$ cat src/rtl/clkgen_pkg.sv
// Shared types and defaults for the multi-phase clock generator.
// The STALLED state is only reachable when CLKGEN_STALL_EN is defined.
package clkgen_pkg;

    typedef enum logic [1:0] {
        WARMUP  = 2'd0,
        RUN     = 2'd1,
        STALLED = 2'd2
    } clkgen_state_e;

    localparam int DEF_PERIOD         = 4;
    localparam int DEF_PC_PHASE       = 0;
    localparam int DEF_IMEM_PHASE     = 1;
    localparam int DEF_DMEM_PHASE     = 3;
    localparam int DEF_RF_PHASE       = 0;
    localparam int DEF_WARMUP_PERIODS = 2;

    // Counter width able to hold 0..n-1, never narrower than one bit.
    function automatic int ph_width(int n);
        return (n <= 2) ? 1 : $clog2(n);
    endfunction

endpackage

$ cat src/rtl/phase_pulse.sv
// One generated clock: high for the half period starting at OFFSET.
// Driven from the next-cycle phase so the flop output lines up with ph.
module phase_pulse
    import clkgen_pkg::*;
#(
    parameter int PERIOD = DEF_PERIOD,
    parameter int OFFSET = 0,
    parameter int PH_W   = ph_width(DEF_PERIOD)
) (
    input  logic            clock,
    input  logic            reset,
    input  logic [PH_W-1:0] ph,
    input  logic            enable,
    output logic            pulse
);

    function automatic logic in_high(logic [PH_W-1:0] p);
        int d;
        d = int'(p) - OFFSET;
        if (d < 0) d = d + PERIOD;
        return (d < PERIOD / 2);
    endfunction

    always_ff @(posedge clock or negedge reset) begin
        if (!reset) begin
            pulse <= 1'b0;
        end else begin
            pulse <= enable && in_high(ph);
        end
    end

endmodule

$ cat src/rtl/multi_phase_clock_gen.sv
// Multi-phase clock generator: four phase-offset clocks derived from one master clock.
// Define CLKGEN_STALL_EN to add stall_req/step/stalled single-step debug support.
module multi_phase_clock_gen
    import clkgen_pkg::*;
#(
    parameter int PERIOD         = DEF_PERIOD,
    parameter int PC_PHASE       = DEF_PC_PHASE,
    parameter int IMEM_PHASE     = DEF_IMEM_PHASE,
    parameter int DMEM_PHASE     = DEF_DMEM_PHASE,
    parameter int RF_PHASE       = DEF_RF_PHASE,
    parameter int WARMUP_PERIODS = DEF_WARMUP_PERIODS
) (
    input  logic clock,
    input  logic reset,
`ifdef CLKGEN_STALL_EN
    input  logic stall_req,
    input  logic step,
    output logic stalled,
`endif
    output logic processor_clock,
    output logic imem_clock,
    output logic dmem_clock,
    output logic regfile_clock,
    output logic clocks_valid,
    output logic period_tick
);

    localparam int PH_W = ph_width(PERIOD);
    localparam int WU_W = ph_width(WARMUP_PERIODS);
    localparam logic [PH_W-1:0] PH_LAST = PH_W'(PERIOD - 1);
    localparam logic [WU_W-1:0] WU_LAST = WU_W'(WARMUP_PERIODS - 1);

    if (PERIOD < 2 || (PERIOD % 2) != 0) begin : g_chk_period
        $error("multi_phase_clock_gen: PERIOD must be even and >= 2");
    end
    if (PC_PHASE < 0 || PC_PHASE >= PERIOD || IMEM_PHASE < 0 || IMEM_PHASE >= PERIOD ||
        DMEM_PHASE < 0 || DMEM_PHASE >= PERIOD || RF_PHASE < 0 || RF_PHASE >= PERIOD) begin : g_chk_phase
        $error("multi_phase_clock_gen: every phase offset must lie in 0..PERIOD-1");
    end
    if (WARMUP_PERIODS < 1) begin : g_chk_warmup
        $error("multi_phase_clock_gen: WARMUP_PERIODS must be >= 1");
    end

    clkgen_state_e   state, state_nxt;
    logic [PH_W-1:0] ph, ph_nxt;
    logic [WU_W-1:0] warm_cnt, warm_cnt_nxt;
    logic            wrap;
    logic            en_core, en_mem, tick_nxt;
`ifdef CLKGEN_STALL_EN
    logic            stalled_nxt;
`endif

    // State register
    always_ff @(posedge clock or negedge reset) begin
        if (!reset) begin
            state    <= WARMUP;
            ph       <= '0;
            warm_cnt <= '0;
        end else begin
            state    <= state_nxt;
            ph       <= ph_nxt;
            warm_cnt <= warm_cnt_nxt;
        end
    end

    // Next-state logic; every state change happens on the PERIOD-1 -> 0 wrap
    always_comb begin
        wrap         = (ph == PH_LAST);
        ph_nxt       = wrap ? '0 : ph + 1'b1;
        warm_cnt_nxt = warm_cnt;
        state_nxt    = state;
        case (state)
            WARMUP: begin
                if (wrap) begin
                    if (warm_cnt == WU_LAST) state_nxt = RUN;
                    else                     warm_cnt_nxt = warm_cnt + 1'b1;
                end
            end
            RUN: begin
`ifdef CLKGEN_STALL_EN
                if (wrap && stall_req) state_nxt = STALLED;
`endif
            end
            STALLED: begin
`ifdef CLKGEN_STALL_EN
                if (wrap && (!stall_req || step)) state_nxt = RUN;
`else
                state_nxt = WARMUP;
`endif
            end
            default: state_nxt = WARMUP;
        endcase
    end

    // Output decode from the next state, so registered outputs align with ph
    always_comb begin
        en_core  = (state_nxt == RUN);
        en_mem   = (state_nxt == RUN) || (state_nxt == STALLED);
        tick_nxt = en_core && (ph_nxt == PH_LAST);
`ifdef CLKGEN_STALL_EN
        stalled_nxt = (state_nxt == STALLED);
`endif
    end

    always_ff @(posedge clock or negedge reset) begin
        if (!reset) begin
            clocks_valid <= 1'b0;
            period_tick  <= 1'b0;
`ifdef CLKGEN_STALL_EN
            stalled      <= 1'b0;
`endif
        end else begin
            clocks_valid <= en_mem;
            period_tick  <= tick_nxt;
`ifdef CLKGEN_STALL_EN
            stalled      <= stalled_nxt;
`endif
        end
    end

    phase_pulse #(.PERIOD(PERIOD), .OFFSET(PC_PHASE), .PH_W(PH_W)) u_pc (
        .clock(clock), .reset(reset), .ph(ph_nxt), .enable(en_core), .pulse(processor_clock)
    );
    phase_pulse #(.PERIOD(PERIOD), .OFFSET(IMEM_PHASE), .PH_W(PH_W)) u_imem (
        .clock(clock), .reset(reset), .ph(ph_nxt), .enable(en_mem), .pulse(imem_clock)
    );
    phase_pulse #(.PERIOD(PERIOD), .OFFSET(DMEM_PHASE), .PH_W(PH_W)) u_dmem (
        .clock(clock), .reset(reset), .ph(ph_nxt), .enable(en_mem), .pulse(dmem_clock)
    );
    phase_pulse #(.PERIOD(PERIOD), .OFFSET(RF_PHASE), .PH_W(PH_W)) u_rf (
        .clock(clock), .reset(reset), .ph(ph_nxt), .enable(en_core), .pulse(regfile_clock)
    );

endmodule
$ cat config.mk
export PLATFORM = sky130hd
export DESIGN_NAME = multi_phase_clock_gen
export DESIGN_NICKNAME = d
export VERILOG_FILES = /design/src/rtl/clkgen_pkg.sv /design/src/rtl/phase_pulse.sv /design/src/rtl/multi_phase_clock_gen.sv
export SDC_FILE = /design/constraint.sdc
export NUM_CORES = 1
export LEC_CHECK = 0
export ABC_CLOCK_PERIOD_IN_PS = 1950
export CAP_MARGIN = 20
export CORE_AREA = 2 2 39 41
export CTS_BUF_LIST = sky130_fd_sc_hd__clkbuf_8
export DETAILED_ROUTE_END_ITERATION = 8
export DIE_AREA = 0 0 41 43
export SYNTH_ARGS = -nofsm -noshare
export SYNTH_HDL_FRONTEND = slang
export SYNTH_SLANG_ARGS = --single-unit
$ cat constraint.sdc
create_clock -name clock -period 1.95 [get_ports clock]
set_clock_uncertainty 0.15 [all_clocks]
set_input_delay 0.2925 -clock clock [delete_from_list [all_inputs] [get_ports clock]]
set_output_delay 0.2925 -clock clock [all_outputs]
set_load 0.01 [all_outputs]
; After elaboration in Yosys (flattened, before gate mapping)
; Index checks and enable logic that the tools add are counted.
[totals]
reg_bits = 10
latchBits = 0
ram_bits = 0
romBits = 0
in_bits = 2
output_inout_bits = 6
elab_cells = 41
mem_count = 0
[op_classes]
add_sub_neg = 7
mul = 0
n_div = 0
magnitude_cmp = 6
n_eq_ne = 5
n_shift = 0
muxes = 8
bitwise = 0
n_reduce_logical = 7
[op_table]
columns = op, count
row1 = 32-bit by 3-bit < comparator with 1-bit output (second input constant), 3
row2 = 32-bit by 4-bit adder with 32-bit output (second input constant), 2
row3 = 32-bit by 1-bit < comparator with 1-bit output (second input constant), 2
row4 = 32-bit two-way mux, 2
row5 = 2-bit equality test (second input constant), 3
row6 = 2-bit two-way mux, 3
row7 = 2-bit by 3-bit adder with 4-bit output (second input constant), 1
row8 = 2-bit by 1-bit equality test with 1-bit output (second input constant), 2
row9 = 1-bit logical AND, 4
row10 = 4-bit two-way mux, 1
row11 = 2-bit one-hot mux with 2 select lines, 1
row12 = 2-bit by 1-bit subtractor with 3-bit output (second input constant), 1
row13 = 2-bit by 2-bit subtractor with 3-bit output (second input constant), 1
row14 = 2-bit by 1-bit adder with 2-bit output (second input constant), 1
row15 = 2-bit logical NOT, 1
row16 = 2-bit by 1-bit < comparator with 1-bit output (second input constant), 1
row17 = 2-bit AND reduction, 1
row18 = 1-bit adder (second input constant), 1
row19 = 1-bit logical OR, 1
row20 = 1-bit two-way mux, 1

; Logic depth before layout (Yosys ltp)
[depth]
word_depth = 7
depth_mapped = 6
depth_no_buf = 6

; Cells and area by module
; From an unflattened synthesis, not the netlist that was laid out.
[unflattened]
cells_unflattened = 31
hier_area_um2 = 421.7
[modules_own_cells]
columns = mod, n_inst, cells_per_inst, area_each_um2, seq_area_each_um2
row1 = multi_phase_clock_gen, 1, 21, 264.0, 175.2
row2 = phase_pulse (u_dmem ...), 2, 3, 40.0, 25.0
row3 = phase_pulse (u_pc ...), 2, 2, 38.8, 25.0

; Worst setup path after synthesis
; OpenSTA, ideal clock, no wires.
[synth_timing]
kind = reg-to-reg
from = register ph[0]
to = register u_dmem.pulse
setup_time_ps = 79
arrival_ps = 1318
required_time_ps = 1721
slack_ps = 403
stages_incl_launch_ff = 7
n_path_buf = 0
synth_period_minus_slack_ps = 1547
cell_sequence = dfrtp_1 -> ha_1 -> a21oi_1 -> nor2_1 -> ha_1 -> or2_1 -> mux2i_1
[synth_between]
word_cells_on_any_way = 14
cone_classes = add/sub: 3 / order compare: 2 / eq/ne: 3 / mux: 4 / reduce/logical: 2
[synth_rtl]
columns = item, line_no
row1 = from (decl), multi_phase_clock_gen.sv:45  ; logic [PH_W-1:0] ph, ph_nxt;
row2 = from (signal assigned), multi_phase_clock_gen.sv:61  ; ph <= ph_nxt;
row3 = 2-bit equality test (*), multi_phase_clock_gen.sv:68  ; wrap = (ph == PH_LAST);
row4 = 2-bit two-way mux (*), multi_phase_clock_gen.sv:74  ; if (wrap) begin
row5 = 2-bit one-hot mux with 2 select lines (*), multi_phase_clock_gen.sv:72  ; case (state)
row6 = net state_nxt[0], multi_phase_clock_gen.sv:44  ; clkgen_state_e state, state_nxt;
row7 = 2-bit by 1-bit equality test with 1-bit output or 2-bit equality test (tied branches), multi_phase_clock_gen.sv:98  ; en_mem = (state_nxt == RUN) || (state_nxt == STALLED);
row8 = 1-bit logical OR (*), multi_phase_clock_gen.sv:98
row9 = 1-bit logical AND (*), phase_pulse.sv:28  ; pulse <= enable && in_high(ph);
row10 = to (signal assigned), phase_pulse.sv:28
row11 = to (decl), phase_pulse.sv:14  ; output logic pulse
; The timed path passes the listed nets; every way through them passes the cells marked *.
; A chain may end at the register's enable or synchronous reset.

; Final worst setup path
; Same ends and word-level chain as after synthesis.

==> results.json <==
{
  "setup_slack_ps": 274,
  "period_minus_slack_ps": 1680,
  "h-tree-depth": 1,
  "clkLatencyLatePin_ps": 230,
  "peakVddDrop_mv": 0.368,
  "max_clock_freq_mhz": 597,
  "drtIter0Drc": 0,
  "critPathCaptureType": "flop",
  "slew_viol_final": 0,
  "power_density_mw_per_mm2": 958,
  "die_width_um": 41,
  "setup.worst_path.class": "flop to flop",
  "vias_per_cell": 3.79,
  "hold_path_class": "primary input to async pin",
  "finalSetupTns_ps": 0,
  "r2r_start": "ph[0]",
  "cts.sinks": 10,
  "hold_buffers": 0,
  "drive_gt1_frac": 0.125,
  "die_h_um": 43,
  "clock_path_buffers": 2,
  "cts_made_buffers": 3,
  "status": "finished clean",
  "post_cts_resized": 0,
  "remaining_drc_errors": 0,
  "grt_setup_unrepaired": "false",
  "place_area_um2": 468,
  "synth.distinct_cells": 13,
  "ys_seq_area_frac": 0.649,
  "antenna_found_initial": 0,
  "ant_nets": 0,
  "drt_pass1_iterations": 1,
  "cp.arrival_ps": 1680,
  "root_buffer": "clkbuf_8",
  "fin_util": 0.378,
  "io_buffers": 7,
  "synthToLayoutAreaGrowth_pct": 35.7,
  "r2r_slack_ps": 270,
  "r2r_cells": 6,
  "grt_max_degree": 11,
  "period_share": 0.860,
  "routed_wl_um": 514,
  "grt_overflow": 0,
  "ys_warn_count": 0,
  "dp_slack_ps": 250,
  "drv_cap": 0,
  "setup_viol": 0,
  "startpoint_type": "flop",
  "cts_tree": "done",
  "diodes": 0,
  "dp.final_hpwl_um": 380,
  "fp.dieArea_mm2": 0.00176,
  "grt_first_pass_wirelength_um": 897,
  "startpoint": "ph[0]",
  "timing.hold.ws_ps": 220,
  "cellLeakagePower_nw": 0.250,
  "track_usage": 0.0845,
  "grt_pass1_vias": 206,
  "post_cts_buffers": 0,
  "synth_cells": 30,
  "syn_avg_cell_area_um2": 12.8,
  "core_area_mm2": 0.00138,
  "syn_area_um2": 385,
  "vias": 212,
  "hold_violations": 0,
  "synth_seq_cells": 10,
  "avgRoutedWirePerCell_um": 9.18,
  "timing.rr.end": "u_dmem.pulse",
  "path_clk_slew_ps": 50,
  "place_congestion": 0.714,
  "synth_nets": 35,
  "cp.required_ps": 1960,
  "cp_max_fo": 3,
  "fin_nets": 46,
  "fp-row-count": 14,
  "final_area_um2": 523,
  "start_util": 0.278,
  "ioPinCount": 8
}
[logic make-up after synthesis]
| family | count (synthesis) | share of synthesized area |
|---|---|---|
| AO/OA/AOI/OAI | 2 | 0.0325 |
| adder cells (fa/ha/maj) | 3 | 0.0974 |
| buffers and inverters | 4 | 0.0487 |
| flip-flops | 10 | 0.649 |
| multiplexers | 2 | 0.0520 |
| other | 2 | 0.0195 |
| AND/OR/NAND/NOR | 7 | 0.101 |
[cell usage in the layout (no fill, tap or decap), drive strengths merged]
cell type	netlist	layout
a21o	1	1
nand2b	1	1
and2	2	2
clkbuf	0	4
dfrtp	10	10
clkdlybuf4s50	0	7
or2	1	1
ha	3	3
nor2	3	3
conb	2	2
mux2i	2	2
inv	3	3
a21oi	1	1
[Yosys cell counts]
| cell | count | area [µm²] |
|---|---|---|
| a21o_1 | 1 | 7.51 |
| a21oi_1 | 1 | 5.00 |
| and2_1 | 2 | 12.5 |
| buf_4 | 1 | 7.51 |
| conb_1 | 2 | 7.51 |
| dfrtp_1 | 10 | 250 |
| ha_1 | 3 | 37.5 |
| inv_1 | 3 | 11.3 |
| mux2i_1 | 2 | 20.0 |
| nand2b_1 | 1 | 6.26 |
| nor2_1 | 2 | 7.51 |
| nor2_2 | 1 | 6.26 |
| or2_1 | 1 | 6.26 |
[worst max-delay path, cell delays in order (launching register included)]
cell and delay, ps:
dfrtp_1 370, ha_1 220, a21oi_1 80, nor2_1 130, ha_1 270, or2_1 230
mux2i_1 130
[flip-flops by register name, summed over array words and instances (netlist names)]
name and flops:
warm_cnt 1, state 2, ph 2, u_dmem.pulse 1, clocks_valid 1, u_imem.pulse 1
period_tick 1, u_rf.pulse 1
[power breakdown]
part	internal, mW	total, mW	leakage (nW)	switching (mW)
sequential	0.215	0.218	0.122	0.00253
clock	0.177	0.255	0.0288	0.0778
combinational	0.0154	0.0287	0.0994	0.0133
[cell type report]
cell class              instances  area, µm²
flip-flops and latches         10        250
inverters                       3       11.3
well taps                      16       20.0
fillers                       137        861
clock buffers                   4       55.1
repair buffers                  7       70.1
multi-input cells              16        116
[per-layer routing]
layer / global-route usage / routed length [µm] / vias to the layer above / share of wire
met4: 0.100 / 0 / 0 / 0
met1: 0.0943 / 236 / 98 / 0.46
li1: - / - / 107 / -
met3: 0.0314 / 25 / 0 / 0.049
met5: 0 / 0 / - / 0
met2: 0.106 / 252 / 7 / 0.49
[through the flow]
stage	instances	power, mW
2_1_floorplan	30	0.232
3_3_place_gp	52	0.250
3_5_place_dp	52	0.250
4_1_cts	56	0.512
5_1_grt	56	0.524
6_report	56	0.501
[worst max path at each step]
stage	depth (start not counted)	slack [ps]	to
after global placement	6	300	u_dmem.pulse
after detailed placement	6	250	u_dmem.pulse
after CTS	6	240	u_dmem.pulse
final	6	270	u_dmem.pulse
after floorplan	6	400	u_dmem.pulse
after global routing	6	160	u_dmem.pulse
Note: power is estimated with default switching activity, not from simulation.
